<file path="src/rtl/program_counter.sv">
// Program counter with run/halt/fault control and an optional return stack.
// Define PC_RETURN_STACK_EN to build the call/return stack and FAULT handling.
module program_counter #(
    parameter logic [7:0] RESET_VECTOR = 8'h00,
    parameter int         STACK_DEPTH  = 4
) (
    input  logic       clk,
    input  logic       rst,
    input  logic [7:0] inca,
    input  logic       stall,
    input  logic       jmp_en,
    input  logic [7:0] jmp_addr,
    input  logic       call_en,
    input  logic       ret_en,
    input  logic       halt,
    output logic [7:0] PCa,
    output logic       halted,
    output logic       fault,
    output logic       stk_full,
    output logic       stk_empty
);

    typedef enum logic [1:0] {
        RUN    = 2'd0,
        HALTED = 2'd1,
        FAULT  = 2'd2
    } state_t;

    state_t     state;
    logic [7:0] pc;

    assign PCa = pc;

`ifdef PC_RETURN_STACK_EN

    localparam int PTR_W = $clog2(STACK_DEPTH + 1);
    localparam int IDX_W = $clog2(STACK_DEPTH);

    logic [PTR_W-1:0] sp;
    logic [7:0]       stack [STACK_DEPTH];
    logic [IDX_W-1:0] wr_idx;
    logic [IDX_W-1:0] rd_idx;
    logic             active;
    logic             push;

    assign stk_full  = (sp == PTR_W'(STACK_DEPTH));
    assign stk_empty = (sp == '0);

    assign wr_idx = sp[IDX_W-1:0];
    assign rd_idx = IDX_W'(sp - PTR_W'(1));

    // A request is live only when nothing of higher priority claims the cycle
    assign active = !rst && (state == RUN) && !halt && !stall;
    assign push   = active && !ret_en && call_en && !stk_full;

    always_ff @(posedge clk) begin
        if (push) begin
            stack[wr_idx] <= inca;
        end
    end

    always_ff @(posedge clk) begin
        if (rst) begin
            pc     <= RESET_VECTOR;
            state  <= RUN;
            sp     <= '0;
            halted <= 1'b0;
            fault  <= 1'b0;
        end else begin
            unique case (state)
                RUN: begin
                    if (halt) begin
                        state  <= HALTED;
                        halted <= 1'b1;
                    end else if (!stall) begin
                        if (ret_en) begin
                            if (stk_empty) begin
                                state <= FAULT;
                                fault <= 1'b1;
                            end else begin
                                pc <= stack[rd_idx];
                                sp <= sp - PTR_W'(1);
                            end
                        end else if (call_en) begin
                            if (stk_full) begin
                                state <= FAULT;
                                fault <= 1'b1;
                            end else begin
                                pc <= jmp_addr;
                                sp <= sp + PTR_W'(1);
                            end
                        end else if (jmp_en) begin
                            pc <= jmp_addr;
                        end else begin
                            pc <= inca;
                        end
                    end
                end
                HALTED: begin
                    halted <= 1'b1;
                end
                FAULT: begin
                    fault <= 1'b1;
                end
                default: begin
                    state <= FAULT;
                    fault <= 1'b1;
                end
            endcase
        end
    end

`else

    logic unused_ret;

    assign unused_ret = ret_en;
    assign stk_full   = 1'b0;
    assign stk_empty  = 1'b1;
    assign fault      = 1'b0;

    // Without a stack a call is just a jump and a return is a no-op
    always_ff @(posedge clk) begin
        if (rst) begin
            pc     <= RESET_VECTOR;
            state  <= RUN;
            halted <= 1'b0;
        end else begin
            unique case (state)
                RUN: begin
                    if (halt) begin
                        state  <= HALTED;
                        halted <= 1'b1;
                    end else if (!stall) begin
                        if (call_en || jmp_en) begin
                            pc <= jmp_addr;
                        end else begin
                            pc <= inca;
                        end
                    end
                end
                HALTED: begin
                    halted <= 1'b1;
                end
                default: begin
                    state <= HALTED;
                    halted <= 1'b1;
                end
            endcase
        end
    end

`endif

endmodule
</file>
<file path="config.mk">
export PLATFORM = sky130hd
export DESIGN_NAME = program_counter
export DESIGN_NICKNAME = d
export VERILOG_FILES = /design/src/rtl/program_counter.sv
export SDC_FILE = /design/constraint.sdc
export NUM_CORES = 1
export LEC_CHECK = 0
export CORE_MARGIN = 3
export CORE_UTILIZATION = 32
export DETAILED_ROUTE_END_ITERATION = 10
export MAX_ROUTING_LAYER = met4
export PLACE_DENSITY = 0.79
export SYNTH_ARGS = -nofsm -noshare
export SYNTH_HDL_FRONTEND = slang
export SYNTH_SLANG_ARGS = --single-unit
</file>
<file path="constraint.sdc">
create_clock -name clk -period 1.73 [get_ports clk]
set_clock_uncertainty 0.2 [all_clocks]
set_input_delay 0.346 -clock clk [delete_from_list [all_inputs] [get_ports clk]]
set_output_delay 0.346 -clock clk [all_outputs]
set_load 0.03 [all_outputs]
</file>
==> results of run 1 <==
-- per-layer routing --
layer  share of wire  up-vias
li1                -      261
met1            0.39      233
met2            0.48       33
met3            0.12        2
met4           0.012        0
met5               0        -
-- registers in the layout, indices dropped and copies added (netlist names) --
name    count
halted      1
state       1
PCa         8
-- path summary, 6_finish.rpt --
path,start,to,depth (start not counted)
hold reg to reg,halted,halted,2
hold / removal,halted,halted,2
setup / recovery,PCa[1],PCa[1],1
setup reg to reg,state[0],PCa[6],4
-- cells by family after synthesis --
| logic type | after synthesis | synth area share |
|---|---|---|
| DFF | 10 | 0.431 |
| and+or+nand+nor | 22 | 0.208 |
| other | 2 | 0.0162 |
| buffers and inverters | 5 | 0.0808 |
| AOI/OAI and AO/OA | 16 | 0.264 |
-- power breakdown --
group	switching, uW	internal, uW
logic	81.7	80.0
clock network	84.5	128
registers	8.38	246
-- layout make-up --
class	count	area, sq um	area share
multi-input combinational	41	230	0.281
timing repair buffer	36	334	0.408
tap	15	18.8	0.0229
clock buffer	4	36.3	0.0443
sequential	10	200	0.244
-- timing repair --
item,CTS,global route
setup buffers,0,0
setup endpoints to repair,9,0
gates resized for setup,9,0
-- stage by stage --
| stage | util | std cells | setup WS (ps) | power, uW |
|---|---|---|---|---|
| 2_1_floorplan | - | 56 | 402 | 341 |
| 3_3_place_gp | 0.596 | 102 | -15.3 | 429 |
| 3_5_place_dp | 0.596 | 102 | -90.2 | 432 |
| 4_1_cts | 0.614 | 106 | 154 | 636 |
| 5_1_grt | 0.614 | 106 | 89.4 | 661 |
| 6_report | 0.614 | 106 | 171 | 628 |
-- layout by cell type, fill, tap and decap left out, drive strengths merged --
cell type / Yosys / layout
nor2: 12 / 12
dlygate4sd2: 0 / 9
buf: 4 / 6
a311oi: 8 / 8
nor3: 2 / 2
nand2: 8 / 8
o21ai: 8 / 8
dfxtp: 10 / 10
clkbuf: 1 / 4
conb: 2 / 3
clkdlybuf4s50: 0 / 21
==> results.py, run 1 <==
metrics = {
    "place": {
        "gp_congestion": 0.712,
        "placement.io_buffers": 30,
        "dp_hpwl_mm": 1.03,
        "place_area_sq_um": 795,
    },
    "synthesis": {
        "syn_area_sq_um": 464,
        "ys_seq_area_frac": 0.431,
        "syn_avg_cell_area_sq_um": 8.44,
        "netlist_instances": 55,
        "yosysWarnings": 0,
        "ys_ff_latch": 10,
        "yosys-top-cells-area": "dfxtp_1 (43%), a311oi_1 (11%), nor2_1 (9.7%), o21ai_0 (8.6%), a311oi_2 (6.5%)",
        "synth_common_cells": "nor2_1 (12), dfxtp_1 (10), nand2_1 (8), o21ai_0 (8), a311oi_1 (6)",
        "synth_most_common_cell": "nor2_1",
        "synth_ff_type": "dfxtp_1",
        "yosysTopAreaCell": "dfxtp_1",
        "synthArstFlopShare": 0,
        "yosysUniqueCellTypes": 12,
        "post-synth-top-area-fraction": 0.431,
        "synth-edff-count": 0,
    },
    "clock_network": {
        "clk_latency_ps": 270,
        "hold_buffers": 0,
        "htreeDepth": 1,
        "cts_tree": "done",
        "cts_buffer_depth": 2,
        "cts_buffers": 3,
        "clock-sinks": 10,
        "clk_pin_slew_ps": 70,
        "clockRootBuffer": "clkbuf_4",
    },
    "timing": {
        "setup_viol": 0,
        "rsz0062_at_grt": "no",
        "setup_tns_ps": 0,
        "whs_ps": 270,
        "finalCritPeriodShare": 0.901,
        "hold_viol": 0,
        "fmax_mhz": 641,
        "period_needed_ps": 1560,
        "finalMaxSlewViolations": 0,
    },
    "power": {
        "power_leakage_uw": 0.000339,
        "p_per_area_nw_per_um2": 766,
        "ir_worst_vdd_mv": 0.330,
    },
    "floorplan": {
        "ioPinCount": 35,
        "start_util": 0.348,
        "core_area_sq_um": 1330,
        "dieWidth_um": 44.1,
        "die_area_sq_um": 1940,
        "row_count": 13,
        "fp.dieH_um": 44.1,
    },
    "global_route": {
        "antenna_found_initial": 0,
        "track_usage": 0.158,
        "overflow": 0,
        "grt_pass1_wl_mm": 2.15,
        "grtUsageMet2": 0.270,
        "top_usage_layer": "met2",
        "grt_pass1_vias": 496,
        "grt_start_max_net_pins": 11,
        "met3_usage": 0.0528,
        "use_met1": 0.160,
    },
    "hold_path": {
        "hp-class": "reg -> reg",
    },
    "worst_setup_path": {
        "start_kind": "register",
        "rrSetupSlack_ps": 370,
        "crit_path_max_incr_delay_ps": 400,
        "crit_type": "reg -> out",
        "crit_chain": "dlygate4sd2_1",
        "cp_max_fo": 2,
        "cp-end-kind": "output port",
        "critPathBufInv": 1,
        "worstPathRequired_ps": 1180,
        "crit_arrival_ps": 1010,
        "cp_top_family": "buffers and inverters",
        "cp_slowest_cell": "dlygate4sd2_1",
    },
    "route": {
        "drc": 0,
        "drt.antenna.violating_nets": 0,
        "firstDrtPassIters": 4,
        "drtIter0Drc": 6,
        "wirelength_mm": 1.32,
        "via_per_inst": 4.99,
        "wl_per_cell_um": 12.4,
        "vias": 529,
    },
    "final_layout": {
        "fin_nets": 115,
        "design_area_sq_um": 820,
        "diodes": 0,
        "syn_to_final_growth_pct": 76.5,
        "fillers": 137,
        "drive_gt1_frac": 0.143,
    },
    "outcome": {
        "status": "completed",
    },
    "run": {
        "drv_cap": 0,
    },
}
(Power assumes the default switching activity.)
==> run 2: changes to the inputs <==
- ABC_AREA: unset -> 1
- CORE_UTILIZATION: 32 -> 35
- PLACE_DENSITY: 0.79 -> 0.78
- SKIP_LAST_GASP: unset -> 1
==> run 2 against run 1 <==
Effect of this change: power grew 0.91%; cell count rose by 23%; clock power barely moved; critical path depth did not move; combinational power is 3% higher; die area rose by 12%; via count grew 4.0%; flip-flop and latch count is the same; core utilization down 2.4 points; global-route usage down 3.1 points; setup slack worse by 11 ps; non-clock buffer count decreased by 6; critical endpoint is now PCa[7].
==> results.py, run 2 <==
metrics = {
    "synthesis": {
        "synth-edff-count": 0,
        "ys_seq_area_frac": 0.347,
        "synthArstFlopShare": 0,
        "synth_common_cells": "nand2_1 (24), dfxtp_1 (10), inv_1 (10)",
        "synth_ff_type": "dfxtp_1",
        "yosysTopAreaCell": "dfxtp_1",
        "syn_avg_cell_area_sq_um": 6.95,
        "yosys-top-cells-area": "dfxtp_1 (35%), nand2_1 (16%), nand3_2 (14%), a21oi_1 (7.8%), inv_1 (6.5%)",
        "ys_ff_latch": 10,
        "post-synth-top-area-fraction": 0.347,
        "yosysUniqueCellTypes": 15,
        "yosysWarnings": 0,
        "netlist_instances": 83,
        "synth_most_common_cell": "nand2_1",
        "syn_area_sq_um": 577,
    },
    "route": {
        "wirelength_mm": 1.24,
        "wl_per_cell_um": 9.52,
        "via_per_inst": 4.23,
        "drtIter0Drc": 1,
        "vias": 550,
        "drc": 0,
        "drt.antenna.violating_nets": 0,
        "firstDrtPassIters": 3,
    },
    "hold_path": {
        "min_from": "halted",
        "hp-class": "reg -> reg",
        "hold_end": "halted",
        "hold_depth": 2,
    },
    "clock_network": {
        "clock-sinks": 10,
        "clk_latency_ps": 270,
        "hold_buffers": 0,
        "clockRootBuffer": "clkbuf_4",
        "cts_buffers": 3,
        "clk_pin_slew_ps": 70,
        "htreeDepth": 1,
        "cts_buffer_depth": 2,
        "cts_tree": "done",
    },
    "timing": {
        "fmax_mhz": 637,
        "finalMaxSlewViolations": 0,
        "setup_tns_ps": 0,
        "rsz0062_at_grt": "no",
        "hold_viol": 0,
        "setup_ws_ps": 160,
        "period_needed_ps": 1570,
        "setup_viol": 0,
        "finalCritPeriodShare": 0.908,
    },
    "global_route": {
        "overflow": 0,
        "grtUsageMet2": 0.203,
        "antenna_found_initial": 0,
        "use_met1": 0.120,
        "top_usage_layer": "met2",
        "met3_usage": 0.0430,
        "grt_start_max_net_pins": 11,
        "grt_pass1_wl_mm": 1.75,
        "grt_pass1_vias": 458,
        "track_usage": 0.126,
    },
    "power": {
        "p_int_uw": 450,
        "seq_power_share": 0.401,
        "pwr-share-comb": 0.264,
        "p_per_area_nw_per_um2": 705,
        "power_leakage_uw": 0.000453,
        "power_uw": 634,
        "power.switching_uw": 184,
        "p_clk_frac": 0.335,
        "ir_worst_vdd_mv": 0.354,
        "sw_frac_of_total": 0.291,
    },
    "worst_setup_path": {
        "crit_path_max_incr_delay_ps": 410,
        "critPathBufInv": 1,
        "cp_top_family": "buffers and inverters",
        "crit_type": "reg -> out",
        "worstPathRequired_ps": 1180,
        "cp_max_fo": 2,
        "rrSetupSlack_ps": 570,
        "r2r-end": "PCa[3]",
        "start_kind": "register",
        "crit_arrival_ps": 1020,
        "crit_chain": "dlygate4sd2_1",
        "r2r_start": "state[0]",
        "r2r_cells": 6,
        "cp_slowest_cell": "dlygate4sd2_1",
        "cp-end-kind": "output port",
    },
    "final_layout": {
        "fillers": 153,
        "fin_nets": 138,
        "final_cell_mix": "nand2_1 (24), clkdlybuf4s50_1 (21), dfxtp_1 (10), inv_1 (10)",
        "largest_reg_flops": 8,
        "diodes": 0,
        "multi_input_area_sq_um": 270,
        "final_common_cell": "nand2_1",
        "syn_to_final_growth_pct": 56.0,
        "drive_gt1_frac": 0.167,
        "seq_area_sq_um": 200,
    },
    "floorplan": {
        "core_area_sq_um": 1520,
        "row_count": 14,
        "fp.dieH_um": 46.6,
        "die_area_sq_um": 2170,
        "dieWidth_um": 46.6,
        "start_util": 0.378,
        "ioPinCount": 35,
    },
    "place": {
        "placement.io_buffers": 30,
        "dp_slack_ps": 87.2,
        "gp_congestion": 0.668,
        "dp_hpwl_um": 979,
    },
    "run": {
        "drv_cap": 0,
    },
    "outcome": {
        "status": "completed",
    },
}
[run 2: worst max-delay path by stage]
stage	from	endpoint	cells past startpoint
after floorplan	halt	PCa[0]	6
after global placement	halt	PCa[3]	7
after detailed placement	halt	PCa[3]	7
after CTS	PCa[7]	PCa[7]	1
after global routing	PCa[7]	PCa[7]	1
final	PCa[7]	PCa[7]	1
[run 2: power by group through the flow]
stage	Clock [uW]	Sequential, uW	Combinational [uW]
final	213	254	167
after global routing	234	256	181
after CTS	223	254	169
after detailed placement	0	260	178
after global placement	0	259	176
after floorplan	0	288	69.6
[run 2: metal layers]
layer | vias to the layer above | share of wire
li1 | 298 | -
met2 | 26 | 0.49
met1 | 221 | 0.38
met5 | - | 0
met3 | 5 | 0.092
met4 | 0 | 0.035
[run 2: layout make-up]
class	instances	share of cell area
Timing Repair Buffer	30	0.321
Multi-Input combinational cell	49	0.300
Sequential cell	10	0.223
Inverter	21	0.0932
Clock buffer	4	0.0403
Tap cell	16	0.0223
[run 2: metrics by stage]
step | instances | instance area (sq um) | utilization | hold WS, ps
after global placement | 126 | 875 | 0.574 | 241
after CTS | 130 | 900 | 0.590 | 256
after global routing | 130 | 900 | 0.590 | 276
after detailed placement | 126 | 875 | 0.574 | 248
after floorplan | 84 | 581 | - | 267
final | 130 | 900 | 0.590 | 251
[run 2: worst min-delay path: cells and delay by family, from the launching register on]
family                 cells  cell delay [ps]
buffers and inverters      1               50
AOI/OAI and AO/OA          1               50
DFF                        1              310
[run 2: cell families (layout without fill, tap and decap cells)]
group                  after synthesis  after routing  share of synthesized area
buffers and inverters               25             55                      0.191
flip-flops                          10             10                      0.347
AO/OA/AOI/OAI                        9              9                     0.0781
other                                2              3                     0.0130
AND/OR/NAND/NOR                     37             37                      0.371
[run 2: repair_timing]
action	CTS	global route
buffers inserted	0	0
endpoints found under the hold margin	0	0
gates resized for setup	9	0
setup endpoints to repair	9	0
